<file path="config.mk">
export PLATFORM = sky130hd
export DESIGN_NAME = shift_amt_regs
export DESIGN_NICKNAME = d
export VERILOG_FILES = /design/src/rtl/shift_amt_regs.sv
export SDC_FILE = /design/constraint.sdc
export NUM_CORES = 1
export LEC_CHECK = 0
export ABC_AREA = 1
export CORE_UTILIZATION = 55
export CTS_CLUSTER_DIAMETER = 120
export DETAILED_ROUTE_END_ITERATION = 16
export HOLD_SLACK_MARGIN = 0.02
export PLACE_DENSITY = 0.82
export SYNTH_ARGS = -nofsm -noshare
export SYNTH_HDL_FRONTEND = slang
export SYNTH_SLANG_ARGS = --single-unit
</file>
<file path="constraint.sdc">
create_clock -name clk -period 12.9 [get_ports clk]
set_input_delay 2.58 -clock clk [delete_from_list [all_inputs] [get_ports clk]]
set_output_delay 2.58 -clock clk [all_outputs]
set_load 0.01 [all_outputs]
</file>
<file path="src/rtl/shift_amt_regs.sv">
// shift_amt_regs: Avalon-MM register block for per-channel pitch-shift amounts.
// Software writes shadow values, requests a commit, and the commit is applied
// on the next audio sample boundary. Live values either jump to the target or
// slew toward it one bounded step per sample. An interrupt flags settling.

module shift_amt_regs #(
  parameter int NUM_CH      = 2,
  parameter int SHIFT_W     = 8,
  parameter int ADDR_W      = 4,
  parameter int RAMP_STEP   = 1,
  parameter int RESET_SHIFT = 0
) (
  input  logic                        clk,
  input  logic                        reset_n,
  input  logic                        avs_chipselect,
  input  logic [ADDR_W-1:0]           avs_address,
  input  logic                        avs_read,
  input  logic                        avs_write,
  input  logic [31:0]                 avs_writedata,
  output logic [31:0]                 avs_readdata,
  input  logic                        sample_tick,
  output logic [NUM_CH*SHIFT_W-1:0]   shift_amt_out,
  output logic [NUM_CH-1:0]           ramping,
  output logic                        irq
);

  // Reset value and ramp step, sized to one channel.
  localparam logic [SHIFT_W-1:0] RST_V  = SHIFT_W'(RESET_SHIFT);
  localparam logic [SHIFT_W-1:0] STEP_V = SHIFT_W'(RAMP_STEP);

  // Fixed register word addresses.
  localparam logic [ADDR_W-1:0] A_CTRL   = ADDR_W'(0);
  localparam logic [ADDR_W-1:0] A_STATUS = ADDR_W'(1);

  // Control / status state.
  logic r_pending;
  logic r_ramp_en;
  logic r_irq_en;
  logic r_settling;
  logic r_done;
  logic [31:0] r_readdata;

  // Bus decode.
  logic w_wr;
  logic w_rd;
  logic w_wr_ctrl;
  logic w_wr_status;
  logic w_commit_req;
  logic w_done_clr;

  // Commit / settle bookkeeping.
  logic w_apply;
  logic w_settle_next;
  logic w_done_set;

  // Per-channel views gathered from the generate blocks.
  logic [NUM_CH-1:0][SHIFT_W-1:0] w_shadow_all;
  logic [NUM_CH-1:0][SHIFT_W-1:0] w_live_all;
  logic [NUM_CH-1:0]              w_eq_next;
  logic [NUM_CH-1:0]              w_ramping;

  // Read mux output.
  logic [31:0] w_rdata;

  // Only a few write-data bits are meaningful; the rest are deliberately dropped.
  logic w_unused;
  assign w_unused = &{1'b0, avs_writedata};

  assign w_wr         = avs_chipselect & avs_write;
  assign w_rd         = avs_chipselect & avs_read;
  assign w_wr_ctrl    = w_wr & (avs_address == A_CTRL);
  assign w_wr_status  = w_wr & (avs_address == A_STATUS);
  assign w_commit_req = w_wr_ctrl & avs_writedata[0];
  assign w_done_clr   = w_wr_status & avs_writedata[2];

  // A commit is applied only from the pending flag as it stood before this
  // cycle, so a COMMIT write coinciding with a tick waits for the next tick.
  assign w_apply = sample_tick & r_pending;

  genvar gi;
  generate
    for (gi = 0; gi < NUM_CH; gi = gi + 1) begin : g_ch
      localparam logic [ADDR_W-1:0] SH_A = ADDR_W'(2 + gi);

      logic [SHIFT_W-1:0] r_shadow;
      logic [SHIFT_W-1:0] r_target;
      logic [SHIFT_W-1:0] r_live;

      logic               w_up;
      logic [SHIFT_W-1:0] w_diff;
      logic [SHIFT_W-1:0] w_delta;
      logic [SHIFT_W-1:0] w_stepped;
      logic [SHIFT_W-1:0] w_live_next;
      logic [SHIFT_W-1:0] w_target_next;

      // Ramp step: move toward the current target by at most STEP_V, never
      // past it. Since delta <= |target-live| there is no wrap in either direction.
      assign w_up      = (r_target > r_live);
      assign w_diff    = w_up ? (r_target - r_live) : (r_live - r_target);
      assign w_delta   = (w_diff < STEP_V) ? w_diff : STEP_V;
      assign w_stepped = w_up ? (r_live + w_delta) : (r_live - w_delta);

      // Live follows the target as it was before this tick's commit.
      assign w_live_next   = !sample_tick ? r_live :
                             (r_ramp_en ? w_stepped : r_target);
      assign w_target_next = w_apply ? r_shadow : r_target;

      assign w_eq_next[gi]    = (w_live_next == w_target_next);
      assign w_ramping[gi]    = (r_live != r_target);
      assign w_shadow_all[gi] = r_shadow;
      assign w_live_all[gi]   = r_live;
      assign shift_amt_out[gi*SHIFT_W +: SHIFT_W] = r_live;

      // Shadow register: software-writable at any time, low SHIFT_W bits kept.
      always_ff @(posedge clk or negedge reset_n) begin
        if (!reset_n) begin
          r_shadow <= RST_V;
        end else if (w_wr && (avs_address == SH_A)) begin
          r_shadow <= avs_writedata[SHIFT_W-1:0];
        end
      end

      // Target and live registers change only on sample ticks.
      always_ff @(posedge clk or negedge reset_n) begin
        if (!reset_n) begin
          r_target <= RST_V;
          r_live   <= RST_V;
        end else begin
          r_target <= w_target_next;
          r_live   <= w_live_next;
        end
      end
    end
  endgenerate

  assign ramping = w_ramping;

  // Settling completes on a tick after which every channel has reached its target.
  assign w_settle_next = r_settling | w_apply;
  assign w_done_set    = sample_tick & w_settle_next & (&w_eq_next);

  // Pending commit flag; a new COMMIT write overrides the clear from an apply.
  always_ff @(posedge clk or negedge reset_n) begin
    if (!reset_n) begin
      r_pending <= 1'b0;
    end else if (w_commit_req) begin
      r_pending <= 1'b1;
    end else if (w_apply) begin
      r_pending <= 1'b0;
    end
  end

  // Control bits written through CTRL.
  always_ff @(posedge clk or negedge reset_n) begin
    if (!reset_n) begin
      r_ramp_en <= 1'b0;
      r_irq_en  <= 1'b0;
    end else if (w_wr_ctrl) begin
      r_ramp_en <= avs_writedata[1];
      r_irq_en  <= avs_writedata[2];
    end
  end

  // Settling tracker: armed by a commit, cleared when done fires.
  always_ff @(posedge clk or negedge reset_n) begin
    if (!reset_n) begin
      r_settling <= 1'b0;
    end else if (sample_tick) begin
      r_settling <= w_done_set ? 1'b0 : w_settle_next;
    end
  end

  // Sticky done flag; a set in the same cycle as a W1C clear wins.
  always_ff @(posedge clk or negedge reset_n) begin
    if (!reset_n) begin
      r_done <= 1'b0;
    end else if (w_done_set) begin
      r_done <= 1'b1;
    end else if (w_done_clr) begin
      r_done <= 1'b0;
    end
  end

  // Read mux: unmapped addresses and unused bits return zero.
  always_comb begin
    w_rdata = 32'd0;
    if (avs_address == A_CTRL) begin
      w_rdata[2:0] = {r_irq_en, r_ramp_en, r_pending};
    end else if (avs_address == A_STATUS) begin
      w_rdata[2:0] = {r_done, |w_ramping, r_pending};
    end
    for (int c = 0; c < NUM_CH; c++) begin
      if (avs_address == ADDR_W'(2 + c)) begin
        w_rdata[SHIFT_W-1:0] = w_shadow_all[c];
      end
      if (avs_address == ADDR_W'(2 + NUM_CH + c)) begin
        w_rdata[SHIFT_W-1:0] = w_live_all[c];
      end
    end
  end

  // Registered read data, one-cycle latency, held until the next read.
  always_ff @(posedge clk or negedge reset_n) begin
    if (!reset_n) begin
      r_readdata <= 32'd0;
    end else if (w_rd) begin
      r_readdata <= w_rdata;
    end
  end

  assign avs_readdata = r_readdata;
  assign irq          = r_done & r_irq_en;

endmodule
</file>
==> flow_summary.ini <==
[timing]
hold_violations = 0
finalWorstSetupSlack_ps = 7470
tightestPinTransition_ps = 1100
slew_violations = 0
relSlewSlack = 0.260
clock.fmax_mhz = 184
setup_viol = 0
skew_ps = 8.20
rsz0062_at_grt = no
period_minus_slack_ps = 5430
final.setup.tns_ps = 0
fin_crit_sh = 0.421

[setup_path]
worst_setup_path_end_kind = flop
rrSetupSlack_ps = 7810
cp_max_fo = 29
worstRegToRegCells = 32
r2r_end = r_settling$_DFFE_PN0P_
worst_setup_path_start_kind = input pin
cp.arrival_ps = 5670
r2r-start = g_ch[0].r_live[1]$_DFF_PN0_
worstPathRequired_ps = 13140
critPathKind = input pin to flop

[global_route]
grt_max_degree = 62
grt_usage = 0.279
grt_pass1_wl_um = 24400
grt_overflow = 0
antenna_found_initial = 0
grt_pass1_vias = 5152

[drt]
via_per_inst = 5.23
ant_nets = 0
first_iter_violations = 375
vias = 5657
routed_wirelength_um = 14500
wl_per_cell_um = 13.5
drtPass1Iterations = 6
drc = 0

[logic_synthesis]
synth_edf_count = 0
synth_xor_area_frac = 0.0136
ys_top_cells_by_area = dfrtp_1, nand2_1, inv_1
synth-seq-cells = 61
synth_top_area_cell = dfrtp_1
yosysWarnings = 0
synth_top_flop_cell = dfrtp_1
synth-simple-area-share = 0.327
synthAdderAreaFrac = 0.120
netlist-cell-type-count = 38
ys_seq_area_frac = 0.263
netlist_instances = 902
async_flop_share = 1.00
synth_mux_area_frac = 0
synth-compound-area-share = 0.118
synth_top_family_by_area = simple AND/OR/NAND/NOR gates
syn_avg_cell_area_um2 = 6.44
netlist_area_um2 = 5810
synth_top_area_frac = 0.263

[floorplan]
die_width_um = 105
initial_core_util = 0.565
io_pins = 93
design.die.area_um2 = 11000
fp.coreArea_um2 = 10300
row_count = 37
die_h_um = 105

[placement]
place_congestion = 0.933
pre_cts_slack_ps = 7090
dp_hpwl_um = 11600
portBuffers = 44

[min_path]
worstHoldStart = g_ch[0].r_shadow[5]$_DFFE_PN0P_
holdPathEnd = g_ch[0].r_shadow[5]$_DFFE_PN0P_
min_path_type = flop to flop
min_path_cells = 2

[final_layout]
fin_util = 0.627
fillerInstances = 1006
final-seq-area_um2 = 1530
n_antenna_cell = 0
areaGrowthSynthToFinish_pct = 11.0
drive_above_1_share = 0.0593
multi_input_area_um2 = 3450
nNetsFinal = 1034

[outcome]
status = completed

[clock_network]
clock-sinks = 61
clkLatencyLatePin_ps = 340
cts_tree = done
hold_buffers = 0
cts_resized = 0
clockBufferDepth = 2
postCtsSetupBuffers = 0
clk_pin_slew_ps = 80
cts_buffers = 9
cts.htree.levels = 3
clockRootBuffer = clkbuf_8

[power_and_ir_drop]
irDropWorstVdd_mv = 0.133
pwr-share-comb = 0.685
power_density_nw_per_um2 = 238
p_sw_frac = 0.527
internal_power_mw = 0.726
p_leak_nw = 3.56
clkPwrFrac = 0.113
p_switching_mw = 0.808
seq_power_share = 0.201

[flow_run]
drv_cap = 0
## cells in the final DEF (no fill, tap or decap), drive strengths merged, types with 3 or more instances in the layout
master,netlist,final
nand2,308,308
inv,171,173
dfrtp,61,61
o21ai,61,61
nand3,57,57
ha,46,46
clkdlybuf4s50,0,43
nor2,42,42
a21oi,36,36
conb,2,26
nand4,16,16
clkbuf,9,9
or2,8,8
xor2,7,7
fa,6,6
o211ai,5,5
nand3b,4,4
nor3,4,4
a211oi,4,4
o22ai,4,4
and2,3,3
a221oi,3,3
clkinv,0,3
buf,34,3
## synthesized netlist by cell type, types with 6 or more instances
| library cell | n |
|---|---|
| nand2_1 | 295 |
| inv_1 | 166 |
| dfrtp_1 | 61 |
| o21ai_0 | 60 |
| nand3_1 | 54 |
| ha_1 | 46 |
| nor2_1 | 36 |
| a21oi_1 | 34 |
| buf_4 | 24 |
| nand4_1 | 16 |
| nand2_2 | 11 |
| clkbuf_1 | 9 |
| buf_2 | 8 |
| or2_2 | 8 |
| xor2_1 | 7 |
| fa_1 | 6 |
| nor2_2 | 6 |
## worst max-delay path, stage by stage
cell             delay, ps
clkdlybuf4s50_1        400
buf_4                  200
nand2_1                670
inv_1                  360
o21ai_0                320
o21ai_0                130
nor2_1                  90
nand4_1                100
nor2_1                  90
nand3_1                120
nor2_1                 110
nand4_1                120
a21oi_2                150
nand3_1                 80
and2_1                 130
## area by class of cell
| type | count | share of cell area |
|---|---|---|
| tap | 136 | 0.0264 |
| clock buffer | 9 | 0.0192 |
| inverter | 171 | 0.0995 |
| timing repair buffer | 46 | 0.0698 |
| clock inverter | 7 | 0.0126 |
| sequential | 61 | 0.237 |
| multi-input combinational | 651 | 0.536 |
## metal layers
| layer | vias to the layer above | track usage | routed length [um] |
|---|---|---|---|
| li1 | 2857 | - | - |
| met1 | 2561 | 0.389 | 6800 |
| met2 | 200 | 0.442 | 6310 |
| met3 | 39 | 0.0412 | 1010 |
| met4 | 0 | 0.0956 | 431 |
| met5 | - | 0 | 0 |
## flip-flops by register name (all words and copies together), names as in the netlist
| signal | cells |
|---|---|
| avs_readdata | 8 |
| g_ch.r_shadow | 16 |
| r_ramp_en | 1 |
| r_settling | 1 |
| r_done | 1 |
| g_ch.r_target | 16 |
| g_ch.r_live | 16 |
| r_irq_en | 1 |
| r_pending | 1 |
## cells by family (layout without fill, tap and decap cells)
logic type / Yosys count / in the layout
xor gates and xnor gates: 9 / 9
DFF: 61 / 61
other: 2 / 26
buffers and inverters: 214 / 233
AOI/OAI and AO/OA: 122 / 122
adders and majority gates: 52 / 52
and+or+nand+nor: 442 / 442
## metrics by stage
| stage | hold slack (ps) | cells | area, um^2 | total power, mW |
|---|---|---|---|---|
| finish | 493 | 1081 | 6450 | 1.53 |
| global route | 523 | 1081 | 6450 | 1.70 |
| CTS | 494 | 1081 | 6450 | 1.53 |
| detailed placement | 475 | 1065 | 6240 | 1.35 |
| global placement | 469 | 1065 | 6240 | 1.33 |
| floorplan | 453 | 926 | 5900 | 1.09 |
## power groups by stage
stage	clock (mW)	combinational [mW]	sequential, mW
floorplan	0	0.793	0.296
global placement	0	1.02	0.310
detailed placement	0	1.04	0.311
CTS	0.177	1.05	0.308
global route	0.185	1.20	0.314
finish	0.174	1.05	0.309
## how the worst max path moves through the flow
stage                                      from                      to  cells past startpoint
floorplan           g_ch[1].r_live[1]$_DFF_PN0_  r_settling$_DFFE_PN0P_                     35
global placement                    sample_tick  r_settling$_DFFE_PN0P_                     15
detailed placement                  sample_tick  r_settling$_DFFE_PN0P_                     15
CTS                                 sample_tick  r_settling$_DFFE_PN0P_                     15
global route                        sample_tick  r_settling$_DFFE_PN0P_                     15
finish                              sample_tick  r_settling$_DFFE_PN0P_                     15
No activity file was read; power rests on OpenSTA's default activity.
